[src/rtl/uart_pkg.sv]
`default_nettype none
// ============================================================================
// Module   : uart_pkg
// Brief    : Shared UART definitions: FSM state encoding, oversampling
//            constants and frame-format defaults used by the transmitter,
//            receiver and baud-rate generator.
// Revision : 1.0  initial release
// ============================================================================
package uart_pkg;

  // 16 sample_ticks per bit; MID_TICK is the last tick before the bit centre
  localparam int OVERSAMPLE  = 16;
  localparam int MID_TICK    = 7;

  // Frame-format defaults shared across the UART blocks (8N1)
  localparam int DEF_DBITS   = 8;
  localparam int DEF_SB_TICK = 16;

  // Receiver FSM encoding
  typedef enum logic [1:0] {
    IDLE  = 2'd0,
    START = 2'd1,
    DATA  = 2'd2,
    STOP  = 2'd3
  } rx_state_t;

endpackage : uart_pkg
`default_nettype wire

[src/rtl/uart_rx_sync.sv]
`default_nettype none
// ============================================================================
// Module   : uart_rx_sync
// Brief    : Two-flop synchroniser for the asynchronous rx line. Both flops
//            reset to 1 so the receiver sees an idle line out of reset.
// Revision : 1.0  initial release
// ============================================================================
module uart_rx_sync (
  input  logic clk_i,
  input  logic rst_i,
  input  logic d_i,
  output logic q_o
);

  logic meta_q;
  logic sync_q;

  // Two-stage resynchronisation; reset value models an idle (high) line
  always_ff @(posedge clk_i) begin
    if (rst_i) begin
      meta_q <= 1'b1;
      sync_q <= 1'b1;
    end else begin
      meta_q <= d_i;
      sync_q <= meta_q;
    end
  end

  assign q_o = sync_q;

endmodule : uart_rx_sync
`default_nettype wire

[src/rtl/uart_receiver.sv]
`default_nettype none
// ============================================================================
// Module   : uart_receiver
// Brief    : 16x-oversampled UART receive path. Validates the start bit at
//            mid-bit, samples data bits LSB first at mid-bit, checks the stop
//            bit and emits a one-cycle rx_done / frame_err pulse with the word.
// Revision : 1.0  initial release
// ============================================================================
module uart_receiver
  import uart_pkg::*;
#(
  parameter int DBITS   = DEF_DBITS,   // 1..8 data bits
  parameter int SB_TICK = DEF_SB_TICK  // 16 = 1 stop bit, 32 = 2 stop bits
) (
  input  logic             clk_100MHz,
  input  logic             reset,
  input  logic             rx,
  input  logic             sample_tick,
  output logic [DBITS-1:0] data_out,
  output logic             rx_done,
  output logic             frame_err,
  output logic             rx_busy
);

  localparam logic [4:0] C_MID_TICK  = 5'(MID_TICK);
  localparam logic [4:0] C_BIT_LAST  = 5'(OVERSAMPLE - 1);
  localparam logic [4:0] C_STOP_LAST = 5'(SB_TICK - 1);
  localparam logic [2:0] C_NBITS_END = 3'(DBITS - 1);

  logic             rx_s;

  rx_state_t        state_q, state_d;
  logic [4:0]       tick_q,  tick_d;
  logic [2:0]       nbits_q, nbits_d;
  logic [DBITS-1:0] data_q,  data_d;
  logic [DBITS-1:0] dout_q,  dout_d;
  logic             done_q,  done_d;
  logic             ferr_q,  ferr_d;
  // Cleared when a frame ends on a low line (break); a high line must be
  // seen before a new start edge is accepted, so a held-low line yields
  // exactly one frame instead of a stream of 0x00 frames.
  logic             armed_q, armed_d;

  uart_rx_sync u_sync (
    .clk_i (clk_100MHz),
    .rst_i (reset),
    .d_i   (rx),
    .q_o   (rx_s)
  );

  // State and datapath registers
  always_ff @(posedge clk_100MHz) begin
    if (reset) begin
      state_q <= IDLE;
      tick_q  <= '0;
      nbits_q <= '0;
      data_q  <= '0;
      dout_q  <= '0;
      done_q  <= 1'b0;
      ferr_q  <= 1'b0;
      armed_q <= 1'b1;
    end else begin
      state_q <= state_d;
      tick_q  <= tick_d;
      nbits_q <= nbits_d;
      data_q  <= data_d;
      dout_q  <= dout_d;
      done_q  <= done_d;
      ferr_q  <= ferr_d;
      armed_q <= armed_d;
    end
  end

  // Next-state logic: counters only advance on sample_tick, except the
  // IDLE->START edge which reacts to rx_s immediately and ignores any
  // coincident tick (tick restarts at 0).
  always_comb begin
    state_d = state_q;
    tick_d  = tick_q;
    nbits_d = nbits_q;
    data_d  = data_q;
    dout_d  = dout_q;
    done_d  = 1'b0;
    ferr_d  = 1'b0;
    armed_d = armed_q;

    unique case (state_q)
      IDLE: begin
        if (rx_s) begin
          armed_d = 1'b1;
        end else if (armed_q) begin
          state_d = START;
          tick_d  = '0;
        end
      end

      START: begin
        if (sample_tick) begin
          if (tick_q == C_MID_TICK) begin
            tick_d = '0;
            if (!rx_s) begin
              state_d = DATA;
              nbits_d = '0;
            end else begin
              // line went back high before mid-bit: glitch, not a start bit
              state_d = IDLE;
            end
          end else begin
            tick_d = tick_q + 5'd1;
          end
        end
      end

      DATA: begin
        if (sample_tick) begin
          if (tick_q == C_BIT_LAST) begin
            tick_d = '0;
            // shift in LSB first; shift form stays legal for DBITS == 1
            data_d = (data_q >> 1) | (DBITS'(rx_s) << (DBITS - 1));
            if (nbits_q == C_NBITS_END) begin
              state_d = STOP;
            end else begin
              nbits_d = nbits_q + 3'd1;
            end
          end else begin
            tick_d = tick_q + 5'd1;
          end
        end
      end

      STOP: begin
        if (sample_tick) begin
          if (tick_q == C_STOP_LAST) begin
            // stop sampled at its centre; leaving now re-arms half a bit
            // early so back-to-back frames survive clock skew
            tick_d  = '0;
            state_d = IDLE;
            dout_d  = data_q;
            done_d  = 1'b1;
            ferr_d  = ~rx_s;
            armed_d = rx_s;
          end else begin
            tick_d = tick_q + 5'd1;
          end
        end
      end

      default: begin
        state_d = IDLE;
        tick_d  = '0;
      end
    endcase
  end

  assign data_out  = dout_q;
  assign rx_done   = done_q;
  assign frame_err = ferr_q;
  assign rx_busy   = (state_q != IDLE);

endmodule : uart_receiver
`default_nettype wire
[config.mk]
export PLATFORM = sky130hd
export DESIGN_NAME = uart_receiver
export DESIGN_NICKNAME = d
export VERILOG_FILES = /design/src/rtl/uart_pkg.sv /design/src/rtl/uart_rx_sync.sv /design/src/rtl/uart_receiver.sv
export SDC_FILE = /design/constraint.sdc
export NUM_CORES = 1
export LEC_CHECK = 0
export CAP_MARGIN = 20
export CORE_ASPECT_RATIO = 0.5
export CORE_MARGIN = 3
export CORE_UTILIZATION = 40
export CTS_CLUSTER_SIZE = 24
export DETAILED_ROUTE_END_ITERATION = 8
export PLACE_DENSITY_LB_ADDON = 0.2
export REMOVE_ABC_BUFFERS = 1
export SLEW_MARGIN = 10
export SYNTH_ARGS = -nofsm -noshare
export SYNTH_HDL_FRONTEND = slang
export SYNTH_SLANG_ARGS = --single-unit
[constraint.sdc]
create_clock -name clk_100MHz -period 1.8 [get_ports clk_100MHz]
set_input_delay 0.36 -clock clk_100MHz [delete_from_list [all_inputs] [get_ports clk_100MHz]]
set_output_delay 0.36 -clock clk_100MHz [all_outputs]
set_load 0.05 [all_outputs]
-- Word-level counts from Yosys, hierarchy flattened
Cells that the tools add are included.
- register bits: 31
- input bits: 4
- output and inout port bits: 11
- bitwise logic cells: 5
- eq/ne operators: 19
- $add $sub $neg: 2
- reduce and logical (&&, ||, !) cells: 13
- multiplexer cells: 30
- operator list (operator ; count):
    2-to-1 mux 5 bit ; 6
    != test 2 bit (second input constant) ; 11
    2-to-1 mux 2 bit ; 10
    2-to-1 mux 3 bit ; 6
    one-hot mux 5 bit (3 select lines) ; 1
    AND reduction 9 bit ; 1
    bitwise OR 7 x 8 -> 8 bit ; 1
    one-hot mux 2 bit (4 select lines) ; 1
    AND reduction 4 bit ; 2
    AND reduction 7 bit ; 1
    one-hot mux 3 bit (2 select lines) ; 1
    AND reduction 3 bit ; 2
    nonzero test 2 bit ; 3
    adder 5 x 1 -> 5 bit (second input constant) ; 1
    == test 5 x 3 -> 1 bit (second input constant) ; 1
    == test 5 x 4 -> 1 bit (second input constant) ; 1
    == test 2 bit (second input constant) ; 2
    2-to-1 mux 1 bit ; 4
    != test 2 x 1 -> 1 bit (second input constant) ; 2
    NOT 1 bit ; 4
    OR reduction 4 bit ; 1
    adder 3 x 1 -> 3 bit (second input constant) ; 1
    == test 3 bit (second input constant) ; 1
    OR reduction 3 bit ; 1
    other kinds (4) ; 4

-- Longest topological paths before layout
Gate-level depths: netlist of the first run.
- depth in word-level cells: 5
- mapped depth: 7
- depth with buffers taken out: 7

-- By module
Synthesis of the first run repeated with hierarchy kept, for this count alone.
- cell total of the unflattened synthesis: 135
- area, all modules: 1310.0 sq um
- modules (own cells, without submodules) (module ; seq. area each (sq um) ; times used ; area each (sq um) ; cells each):
    uart_receiver ; 580.6 ; 1 ; 1257.5 ; 131
    uart_rx_sync ; 40.0 ; 1 ; 52.6 ; 4

-- Worst setup path after synthesis of the first run
No wires, ideal clock.
- path kind: register -> register
- start: register nbits_q[0]
- end: register nbits_q[0]
- buffers on the path: 0
- stages on the path, launching flop included: 7
- period minus slack after synthesis: 1.687 ns
- arrival: 1.616 ns
- slack: 0.113 ns
- setup time: 0.070 ns
- cell sequence: dfxtp_1 > ha_1 > ha_1 > and4bb_2 > o21ai_2 > or4b_1 > a21oi_1
- word-level cells in the longest chain between the ends: 5
- ends and longest elaborated chain (what ; line ; RTL):
    start, declared ; uart_receiver.sv:34 ; logic [2:0] nbits_q, nbits_d;
    start signal, assigned ; uart_receiver.sv:65 ; nbits_q <= nbits_d;
    adder 3 x 1 -> 3 bit ; uart_receiver.sv:123 ; nbits_d = nbits_q + 3'd1;
    2-to-1 mux 3 bit ; uart_receiver.sv:120 ; if (nbits_q == C_NBITS_END) begin
    2-to-1 mux 3 bit ; uart_receiver.sv:116 ; if (tick_q == C_BIT_LAST) begin
    2-to-1 mux 3 bit ; uart_receiver.sv:115 ; if (sample_tick) begin
    one-hot mux 3 bit (2 select lines) ; uart_receiver.sv:87 ; unique case (state_q)
Several ways; a longest one is shown, not always the timed one. The select of a mux whose other input is x is not followed.
A chain may end at the register's enable or synchronous reset.

-- Worst setup path in the final report of the first run
Ends and elaborated chain as after synthesis.

==> reports/results.tsv, run 1 <==
stage	metric	value	unit
yosys	ys_ff_latch	31	
critical_path	slowest_stage	or4b_4	
critical_path	r2r_start	nbits_q[0]$_SDFFE_PP0P_	
floorplan	die_width	87.9	um
yosys	syn-cell-area	1340	um^2
finish	drive_gt1_frac	0.258	
timing	finalHoldViolCount	0	
grt	grt_start_max_net_pins	32	
placed_design	dp_hpwl	1670	um
timing	setup_violations	0	
clock_tree	cts.htree.levels	2	
clock_tree	cts.sinks	31	
critical_path	crit_family	simple AND/OR/NAND/NOR gates	
power	p_leak	0.000640	uW
yosys	synth_edf_count	0	
yosys	synth_top_area_frac	0.462	
timing	fin_crit_sh	0.949	
yosys	yosysTopAreaCell	dfxtp_1	
clock_tree	cts_buffers	5	
detailed_routing	drcViolationCount	0	
timing	min_period	1710	ps
yosys	synth_area_leaders	dfxtp_1 46%, mux2i_1 14%, nor2_1 7.8%	
power	combinationalPowerShare	0.046	
detailed_routing	viasPerCell	5.09	
power	ir_drop	410	uV
detailed_routing	wl_per_cell	12.4	um
placed_design	dpl_cell_area	1560	um^2
finish	area_growth	25.3	%
clock_tree	path_clk_slew	70	ps
critical_path	cpPeakStageDelay	480	ps
critical_path	path_buf_inv	0	
yosys	synth_cell_types	36	
critical_path	crit_required	2020	ps
placed_design	io_buffers	14	
floorplan	dieArea	4130	um^2
timing	fin_skew	5.88	ps
floorplan	start_util	0.433	
floorplan	die_h	47.0	um
power	internal-power	986	uW
finish	final_nets	170	
critical_path	setup.worst_path.start	nbits_q[0]$_SDFFE_PP0P_	
grt	grt-ovfl-total	0	
critical_path	worstSetupPathType	flip-flop to flip-flop	
detailed_routing	dr.first_iter.drc_count	38	
critical_path	reg2reg_depth	6	
flow_run	maxCapViolCount	0	
yosys	syn_area_per_cell	9.66	um^2
critical_path	cp.depth	6	
timing	rsz0062_at_grt	false	
critical_path	worstReg2RegEnd	nbits_q[0]$_SDFFE_PP0P_	
critical_path	critPathCapture	nbits_q[0]$_SDFFE_PP0P_	
detailed_routing	vias	1033	
yosys	synth.most_common_cell	dfxtp_1	
status	status	finished, final reports clean	
critical_path	worst-path-max-fanout	3	
clock_tree	cts_tree	yes	
yosys	synth_ff_type	dfxtp_1	
floorplan	coreArea	3100	um^2
yosys	syn_inst	139	
yosys	yosys_warnings	0	
power	power_density	765	nW/um^2
detailed_routing	ant_nets	0	
grt	grt_pass1_vias	876	
power	switching_share	0.235	
detailed_routing	first_pass_iters	4	
timing	max_slew_margin	0.700	
critical_path	crit_path_start_kind	flip-flop	
clock_tree	clkLatencyLatePin	280	ps
power	clkPwrFrac	0.415	
timing	finalMaxSlewViolations	0	
grt	grt_pass1_wl	4090	um
clock_tree	cts_root_buf	clkbuf_8	
hold_path	hold_class	flip-flop to flip-flop	
critical_path	r2r_slack	90	ps
power	p_switching	302	uW
grt	grt_usage	0.134	
clock_tree	clock_path_buffers	2	
grt	antenna_found_initial	0	
detailed_routing	wl	2510	um
finish	antennaDiodeCount	0	
placed_design	gp_congestion	0.784	
critical_path	setup.worst_path.end_class	flip-flop	
yosys	async_reset_ff_frac	0	
finish	fin_area	1680	um^2
floorplan	io_pins	15	
yosys	seq_area_frac_synth	0.462	
yosys	synth_common_cells	31 x dfxtp_1, 28 x nor2_1, 19 x mux2i_1	
critical_path	crit_chain	ha_1, ha_2, and4bb_2, o21ai_2, or4b_4, a21oi_2	
timing	worst_pin_slew	450	ps
timing	worst_hold_slack	410	ps
power	sequentialPowerShare	0.540	
timing	clock.fmax	585	MHz
floorplan	rows	14	
critical_path	cp.arrival	1930	ps
[layer usage]
layer  global-route usage  part of all wire  vias to the layer above
met2                0.190              0.43                       15
met4               0.0642             0.014                        0
met5                    0                 0                        -
met3               0.0525             0.041                        5
met1                0.180              0.51                      480
li1                     -                 -                      533
[flip-flops by register name, indices dropped and copies added, names as in the netlist, named ones only]
name / cells
data_out: 8
tick_q: 5
frame_err: 1
state_q: 1
armed_q: 1
rx_done: 1
nbits_q: 3
u_sync.meta_q: 1
u_sync.q_o: 1
data_q: 8
[metrics by stage]
step,std cells,utilization,TNS (ps),setup WS (ps),total power [uW]
6_report,203,0.543,0,92.0,1290
5_1_grt,203,0.543,0,15.5,1340
4_1_cts,201,0.532,0,42.3,1310
3_5_place_dp,193,0.502,-709,-117,769
3_3_place_gp,193,0.502,-377,-64.5,768
2_1_floorplan,131,-,-2520,-292,730
[final cells by class]
type,instances,area (um^2)
inverters,2,7.51
well taps,40,50.0
clock inverters,3,20.0
flip-flops and latches,31,623
multi-input cells,98,688
fillers,271,1420
repair buffers,24,225
clock buffers,5,68.8
[what timing repair did]
action / 4_1_cts / 5_1_grt
buffers inserted: 0 / 2
hold buffers: 0 / 0
pin swaps: 0 / 2
endpoints found under the setup margin: 1 / 12
gates resized for setup: 1 / 6
[power by group through the flow]
stage          clock [uW]  sequential (uW)  combinational, uW
6_report              534              695               58.9
5_1_grt               582              695               63.5
4_1_cts               556              695               58.7
3_5_place_dp            0              710               58.5
3_3_place_gp            0              710               58.4
2_1_floorplan           0              709               21.4
[placed cells by master, fill, tap and decap left out, types with 2 or more instances in the layout]
cell type,n
nand3_1,2
or2_2,2
buf_4,18
dfxtp_2,2
nor2_1,27
clkdlybuf4s50_1,3
clkbuf_8,5
clkinvlp_4,2
nor3_1,3
ha_1,3
inv_1,2
mux2i_1,19
buf_12,3
a21oi_1,4
and3_1,3
o21ai_0,4
dfxtp_1,29
nand2_1,6
a22oi_1,3
[cell families after synthesis]
kind of cell,share of synthesized area
fa+ha+maj,0.0373
compound gates,0.0960
mux,0.142
buf+inv,0.0391
simple gates,0.224
flops,0.462
[how the worst min path moves through the flow]
stage,from,endpoint,slack [ps],cells past startpoint
finish,u_sync.meta_q$_SDFF_PP1_,u_sync.q_o$_SDFF_PP1_,410,1
global placement,u_sync.meta_q$_SDFF_PP1_,u_sync.q_o$_SDFF_PP1_,390,1
detailed placement,u_sync.meta_q$_SDFF_PP1_,u_sync.q_o$_SDFF_PP1_,390,1
global route,u_sync.meta_q$_SDFF_PP1_,u_sync.q_o$_SDFF_PP1_,420,1
floorplan,u_sync.meta_q$_SDFF_PP1_,u_sync.q_o$_SDFF_PP1_,390,1
CTS,u_sync.meta_q$_SDFF_PP1_,u_sync.q_o$_SDFF_PP1_,410,1
No activity file was read; power rests on OpenSTA's default activity.
==> inputs of run 2 (changes only) <==
--- a/config.mk
+++ b/config.mk
@@ -11,7 +11,7 @@
 export CORE_UTILIZATION = 40
 export CTS_CLUSTER_SIZE = 24
 export DETAILED_ROUTE_END_ITERATION = 8
-export PLACE_DENSITY_LB_ADDON = 0.2
+export PLACE_DENSITY_LB_ADDON = 0.3
 export REMOVE_ABC_BUFFERS = 1
 export SLEW_MARGIN = 10
 export SYNTH_ARGS = -nofsm -noshare
==> run 2 against run 1 <==
First-iteration DRC count increased by 66%. Combinational power about the same. Maximum frequency decreased by 2.5%. Largest power group unchanged. Critical endpoint unchanged. Highest routed layer unchanged. Sequential share of layout area up 0.34 points.
==> reports/results.tsv, run 2 (synthesis gave the netlist of run 1 again) <==
stage	metric	value	unit	change
grt	grt-ovfl-total	0		unchanged
critical_path	cp_common_cell	ha_1		
hold_path	hold_class	flip-flop to flip-flop		
critical_path	reg2reg_depth	6		unchanged
grt	grt_start_max_net_pins	26		-19%
clock_tree	cts_buffers	5		unchanged
timing	finalMaxSlewViolations	0		unchanged
timing	clock.fmax	571	MHz	-2.5%
power	p_total	1280	uW	-0.47%
placed_design	gp_congestion	0.821		+4.7%
grt	grt_pass1_wl	4180	um	+2.2%
detailed_routing	wl	2530	um	+0.92%
detailed_routing	dr.first_iter.drc_count	63		+66%
clock_tree	cts_tree	yes		
detailed_routing	viasPerCell	5.05		-0.67%
timing	fin_crit_sh	0.973		+0.0242
finish	multi_input_area	682	um^2	-0.91%
timing	finalHoldViolCount	0		unchanged
timing	worst_pin_slew	397	ps	-52.9 ps
critical_path	setup.worst_path.start	nbits_q[0]$_SDFFE_PP0P_		
floorplan	die_h	47.0	um	unchanged
critical_path	cpPeakStageDelay	480	ps	about the same
finish	final_nets	169		-0.59%
critical_path	setup.worst_path.end_class	flip-flop		
critical_path	cp.depth	6		unchanged
finish	n_fill_cell	278		+2.6%
clock_tree	clock_path_buffers	2		unchanged
floorplan	rows	14		unchanged
floorplan	start_util	0.433		unchanged
critical_path	r2r_slack	50	ps	-40 ps
critical_path	r2r_start	nbits_q[0]$_SDFFE_PP0P_		
critical_path	crit_path_start_kind	flip-flop		
finish	final_cell_mix	30 x dfxtp_1, 27 x nor2_1, 19 x mux2i_1		
grt	grt_pass1_vias	942		+7.5%
clock_tree	cts.htree.levels	2		unchanged
detailed_routing	wl_per_cell	12.5	um	+1.4%
timing	min_period	1750	ps	+43.6 ps
critical_path	worst-path-max-fanout	3		unchanged
critical_path	path_buf_inv	0		unchanged
critical_path	slowest_stage	or4b_1		
finish	drive_gt1_frac	0.228		-0.0293
detailed_routing	drcViolationCount	0		unchanged
power	power_density	770	nW/um^2	+0.65%
status	status	finished, final reports clean		
flow_run	maxCapViolCount	0		unchanged
power	p_leak	0.000637	uW	-0.44%
detailed_routing	ant_nets	0		unchanged
critical_path	critPathCapture	nbits_q[0]$_SDFFE_PP0P_		
grt	grt_usage	0.136		+0.00225
timing	max_slew_margin	0.728		+0.0281
critical_path	cp.arrival	1970	ps	+40 ps
critical_path	worstReg2RegEnd	nbits_q[0]$_SDFFE_PP0P_		
critical_path	worstSetupPathType	flip-flop to flip-flop		
clock_tree	path_clk_slew	70	ps	about the same
grt	antenna_found_initial	0		unchanged
timing	setup_tns	0	ps	unchanged
finish	seqCellArea	622	um^2	-0.20%
finish	area_growth	24.0	%	
floorplan	io_pins	15		unchanged
clock_tree	clkLatencyLatePin	280	ps	about the same
clock_tree	cts.sinks	31		unchanged
detailed_routing	first_pass_iters	4		unchanged
floorplan	coreArea	3100	um^2	unchanged
placed_design	dp_hpwl	1750	um	+4.6%
critical_path	crit_required	2020	ps	about the same
floorplan	die_width	87.9	um	unchanged
finish	final_common_cell	dfxtp_1		
clock_tree	cts_root_buf	clkbuf_8		
power	ir_drop	582	uV	+42%
finish	antennaDiodeCount	0		unchanged
critical_path	crit_chain	ha_1, ha_1, and4bb_2, o21ai_2, or4b_1, a21oi_2		
detailed_routing	vias	1021		-1.2%
placed_design	io_buffers	14		unchanged
floorplan	dieArea	4130	um^2	unchanged
timing	rsz0062_at_grt	true		
critical_path	crit_family	simple AND/OR/NAND/NOR gates		
timing	fin_skew	9.60	ps	+3.72 ps
timing	setup_violations	0		unchanged
-- run 2: what timing repair did --
| action | in CTS | in global routing |
|---|---|---|
| buffers inserted | 0 | 2 |
| hold buffers | 0 | 0 |
| pin swaps | 0 | 1 |
| endpoints found under the setup margin | 1 | 11 |
| resized for setup | 1 | 3 |
-- run 2: per-layer routing --
layer,global-route usage,vias to the layer above,part of all wire
met4,0.0550,0,0.0099
li1,-,533,-
met5,0,-,0
met3,0.0473,2,0.029
met1,0.169,477,0.51
met2,0.223,9,0.46
-- run 2: per-stage QoR --
step,area [um^2],util,setup slack (ps),cells,hold WS [ps]
after CTS,1640,0.528,55.1,200,419
after floorplan,1300,-,-292,131,389
after global placement,1550,0.500,-36.4,192,392
after detailed placement,1550,0.500,-57.5,192,400
final,1660,0.537,48.5,202,415
after global routing,1660,0.537,-43.4,202,436
-- run 2: worst min-delay path by stage --
| stage | depth (start not counted) | slack [ps] | endpoint | from |
|---|---|---|---|---|
| after floorplan | 1 | 390 | u_sync.q_o$_SDFF_PP1_ | u_sync.meta_q$_SDFF_PP1_ |
| after global placement | 1 | 390 | u_sync.q_o$_SDFF_PP1_ | u_sync.meta_q$_SDFF_PP1_ |
| after detailed placement | 1 | 400 | u_sync.q_o$_SDFF_PP1_ | u_sync.meta_q$_SDFF_PP1_ |
| after CTS | 1 | 420 | u_sync.q_o$_SDFF_PP1_ | u_sync.meta_q$_SDFF_PP1_ |
| after global routing | 1 | 440 | u_sync.q_o$_SDFF_PP1_ | u_sync.meta_q$_SDFF_PP1_ |
| final | 1 | 420 | u_sync.q_o$_SDFF_PP1_ | u_sync.meta_q$_SDFF_PP1_ |
-- run 2: area by class of cell --
| cell class | instances | area share |
|---|---|---|
| multi-input combinational | 98 | 0.410 |
| clock inverter | 2 | 0.00752 |
| tap | 40 | 0.0301 |
| clock buffer | 6 | 0.0436 |
| timing repair buffer | 23 | 0.131 |
| inverter | 2 | 0.00451 |
| sequential | 31 | 0.374 |
-- run 2: worst register-to-register path: stages, from the launching register on --
cell and delay (ps):
dfxtp_1 330, ha_1 200, ha_1 190, and4bb_2 300, o21ai_2 50, or4b_1 480
a21oi_2 140
-- run 2: report_power, final --
part           total (uW)  switching [uW]  internal, uW
clock network         528             258           270
logic                58.8            31.9          26.8
registers             695            4.97           690
==> inputs of run 3 (changes only) <==
==> constraint.sdc (replaced) <==
create_clock -name clk_100MHz -period 2.2 [get_ports clk_100MHz]
set_input_delay 0.44 -clock clk_100MHz [delete_from_list [all_inputs] [get_ports clk_100MHz]]
set_output_delay 0.44 -clock clk_100MHz [all_outputs]
set_load 0.05 [all_outputs]
==> run 3 against run 2 <==
Cell count fell by 2.0%. Sequential power fell by 18%. Combinational power fell by 29%. First-iteration DRC count fell by 3.2%. Clock-buffer cell count did not move. Clock power fell by 19%. Critical path depth fell by 3. Highest routed layer unchanged. Largest power group unchanged. Global-route usage rose by 1.2 points. Power fell by 19%.
==> reports/results.tsv, run 3 (synthesis gave the netlist of run 1 again) <==
stage	metric	value	unit	change
status	status	finished, final reports clean		
clock_tree	cts_buffers	5		unchanged
clock_tree	clkLatencyLatePin	280	ps	about the same
critical_path	crit_required	1760	ps	-260 ps
timing	fin_skew	4.74	ps	-4.86 ps
clock_tree	path_clk_slew	70	ps	about the same
floorplan	dieArea	4130	um^2	unchanged
timing	worst_pin_slew	500	ps	+103 ps
floorplan	coreArea	3100	um^2	unchanged
hold_path	hold_class	flip-flop to flip-flop		
critical_path	worst-path-max-fanout	14		+11
critical_path	crit_path_start_kind	flip-flop		
grt	antenna_found_initial	0		unchanged
critical_path	worstSetupPathType	flip-flop to output pin		
timing	clock.fmax	521	MHz	
detailed_routing	wl_per_cell	13.0	um	+3.8%
finish	final_cell_mix	31 x dfxtp_1, 28 x nor2_1, 19 x mux2i_1		
timing	setup_violations	0		unchanged
grt	grt_usage	0.148		+0.0116
timing	min_period	1920	ps	
timing	rsz0062_at_grt	false		
critical_path	slowest_stage	dfxtp_1		
grt	grt_start_max_net_pins	21		-19%
placed_design	dp_hpwl	1750	um	+0.11%
critical_path	setup.worst_path.end_class	output pin		
finish	drive_gt1_frac	0.120		-0.108
clock_tree	cts_root_buf	clkbuf_8		
finish	final_nets	165		-2.4%
flow_run	maxCapViolCount	0		unchanged
floorplan	start_util	0.433		unchanged
finish	area_growth	20.7	%	
timing	finalMaxSlewViolations	0		unchanged
detailed_routing	drcViolationCount	0		unchanged
grt	grt_pass1_wl	4400	um	+5.3%
critical_path	critPathCapture	rx_busy		
grt	grt_pass1_vias	950		+0.85%
critical_path	r2r_start	nbits_q[0]$_SDFFE_PP0P_		
power	p_leak	0.000590	uW	-7.4%
detailed_routing	vias	1015		-0.59%
clock_tree	cts.sinks	31		unchanged
finish	final_core_util	0.523		-0.0141
floorplan	die_h	47.0	um	unchanged
critical_path	r2r_slack	420	ps	+370 ps
detailed_routing	viasPerCell	5.13		+1.4%
floorplan	rows	14		unchanged
critical_path	crit_chain	nor2_1, inv_1, buf_4		
timing	setup_tns	0	ps	unchanged
finish	antennaDiodeCount	0		unchanged
floorplan	io_pins	15		unchanged
finish	final_common_cell	dfxtp_1		
detailed_routing	dr.first_iter.drc_count	61		-3.2%
grt	grt-ovfl-total	0		unchanged
timing	fin_crit_sh	0.872		
critical_path	reg2reg_depth	6		unchanged
clock_tree	clock_path_buffers	2		unchanged
timing	finalHoldViolCount	0		unchanged
critical_path	worstReg2RegEnd	nbits_q[0]$_SDFFE_PP0P_		
critical_path	cp.arrival	1480	ps	-490 ps
finish	n_fill_cell	277		-0.36%
power	power_density	642	nW/um^2	-17%
clock_tree	cts_tree	yes		
timing	max_slew_margin	0.666		-0.0622
placed_design	io_buffers	14		unchanged
placed_design	gp_congestion	0.811		-1.3%
critical_path	cpPeakStageDelay	620	ps	+140 ps
power	ir_drop	282	uV	-51%
clock_tree	cts_resized	0		-1
clock_tree	cts_setup_buffers	0		unchanged
clock_tree	cts.htree.levels	2		unchanged
timing	worst_hold_slack	416	ps	+0.434 ps
detailed_routing	ant_nets	0		unchanged
floorplan	die_width	87.9	um	unchanged
detailed_routing	first_pass_iters	4		unchanged
detailed_routing	wl	2580	um	+1.7%
clock_tree	ctsHoldBuffers	0		unchanged
==> run 3: cell count changes in the layout (fill, tap and decap cells not counted) <==
| cell | before | now |
|---|---|---|
| nor2_1 | 27 | 28 |
| a21oi_1 | 4 | 5 |
| a21oi_2 | 1 | 0 |
| buf_4 | 17 | 5 |
| nor4bb_1 | 0 | 1 |
| buf_12 | 3 | 1 |
| clkdlybuf4s50_1 | 3 | 13 |
| dfxtp_2 | 1 | 0 |
| nor2_2 | 1 | 0 |
| nor4bb_2 | 1 | 0 |
| dfxtp_1 | 30 | 31 |
==> run 3: worst min-delay path by stage <==
stage / cells past startpoint / from / to
global route: 1 / u_sync.meta_q$_SDFF_PP1_ / u_sync.q_o$_SDFF_PP1_
detailed placement: 1 / u_sync.meta_q$_SDFF_PP1_ / u_sync.q_o$_SDFF_PP1_
floorplan: 1 / u_sync.meta_q$_SDFF_PP1_ / u_sync.q_o$_SDFF_PP1_
CTS: 1 / u_sync.meta_q$_SDFF_PP1_ / u_sync.q_o$_SDFF_PP1_
finish: 1 / u_sync.meta_q$_SDFF_PP1_ / u_sync.q_o$_SDFF_PP1_
global placement: 1 / u_sync.meta_q$_SDFF_PP1_ / u_sync.q_o$_SDFF_PP1_
==> run 3: area by class of cell <==
cell class	count	area (um^2)	area share
clock inverters	2	12.5	0.00772
clock buffers	6	72.6	0.0448
inverters	2	7.51	0.00463
repair buffers	19	188	0.116
multi-input cells	98	669	0.413
flip-flops and latches	31	621	0.383
well taps	40	50.0	0.0309
==> run 3: routing by layer <==
layer,vias up,GRT usage,routed length (um)
li1,525,-,-
met1,470,0.172,1260
met2,13,0.241,1170
met3,7,0.0525,79
met4,0,0.0917,63
met5,-,0,0
==> run 3: worst max-delay path: cells and delay by family, from the launching register on <==
kind	cells	cell delay, ps
buffers and inverters	2	380
and+or+nand+nor	1	200
DFF	1	620
==> run 3: through the flow <==
stage          instances  worst slack (ps)  total power (uW)  area, um^2
2_1_floorplan        131               108               598        1300
3_3_place_gp         190               242               622        1540
3_5_place_dp         190               195               623        1540
4_1_cts              198               303              1060        1620
5_1_grt              198               196              1090        1620
6_report             198               282              1040        1620
==> run 3: where the power goes <==
group | leakage (uW) | switching [uW] | total [uW] | internal (uW)
logic | 0.000298 | 24.6 | 41.6 | 17.0
registers | 0.000250 | 4.11 | 569 | 565
clock network | 0.0000412 | 210 | 430 | 221
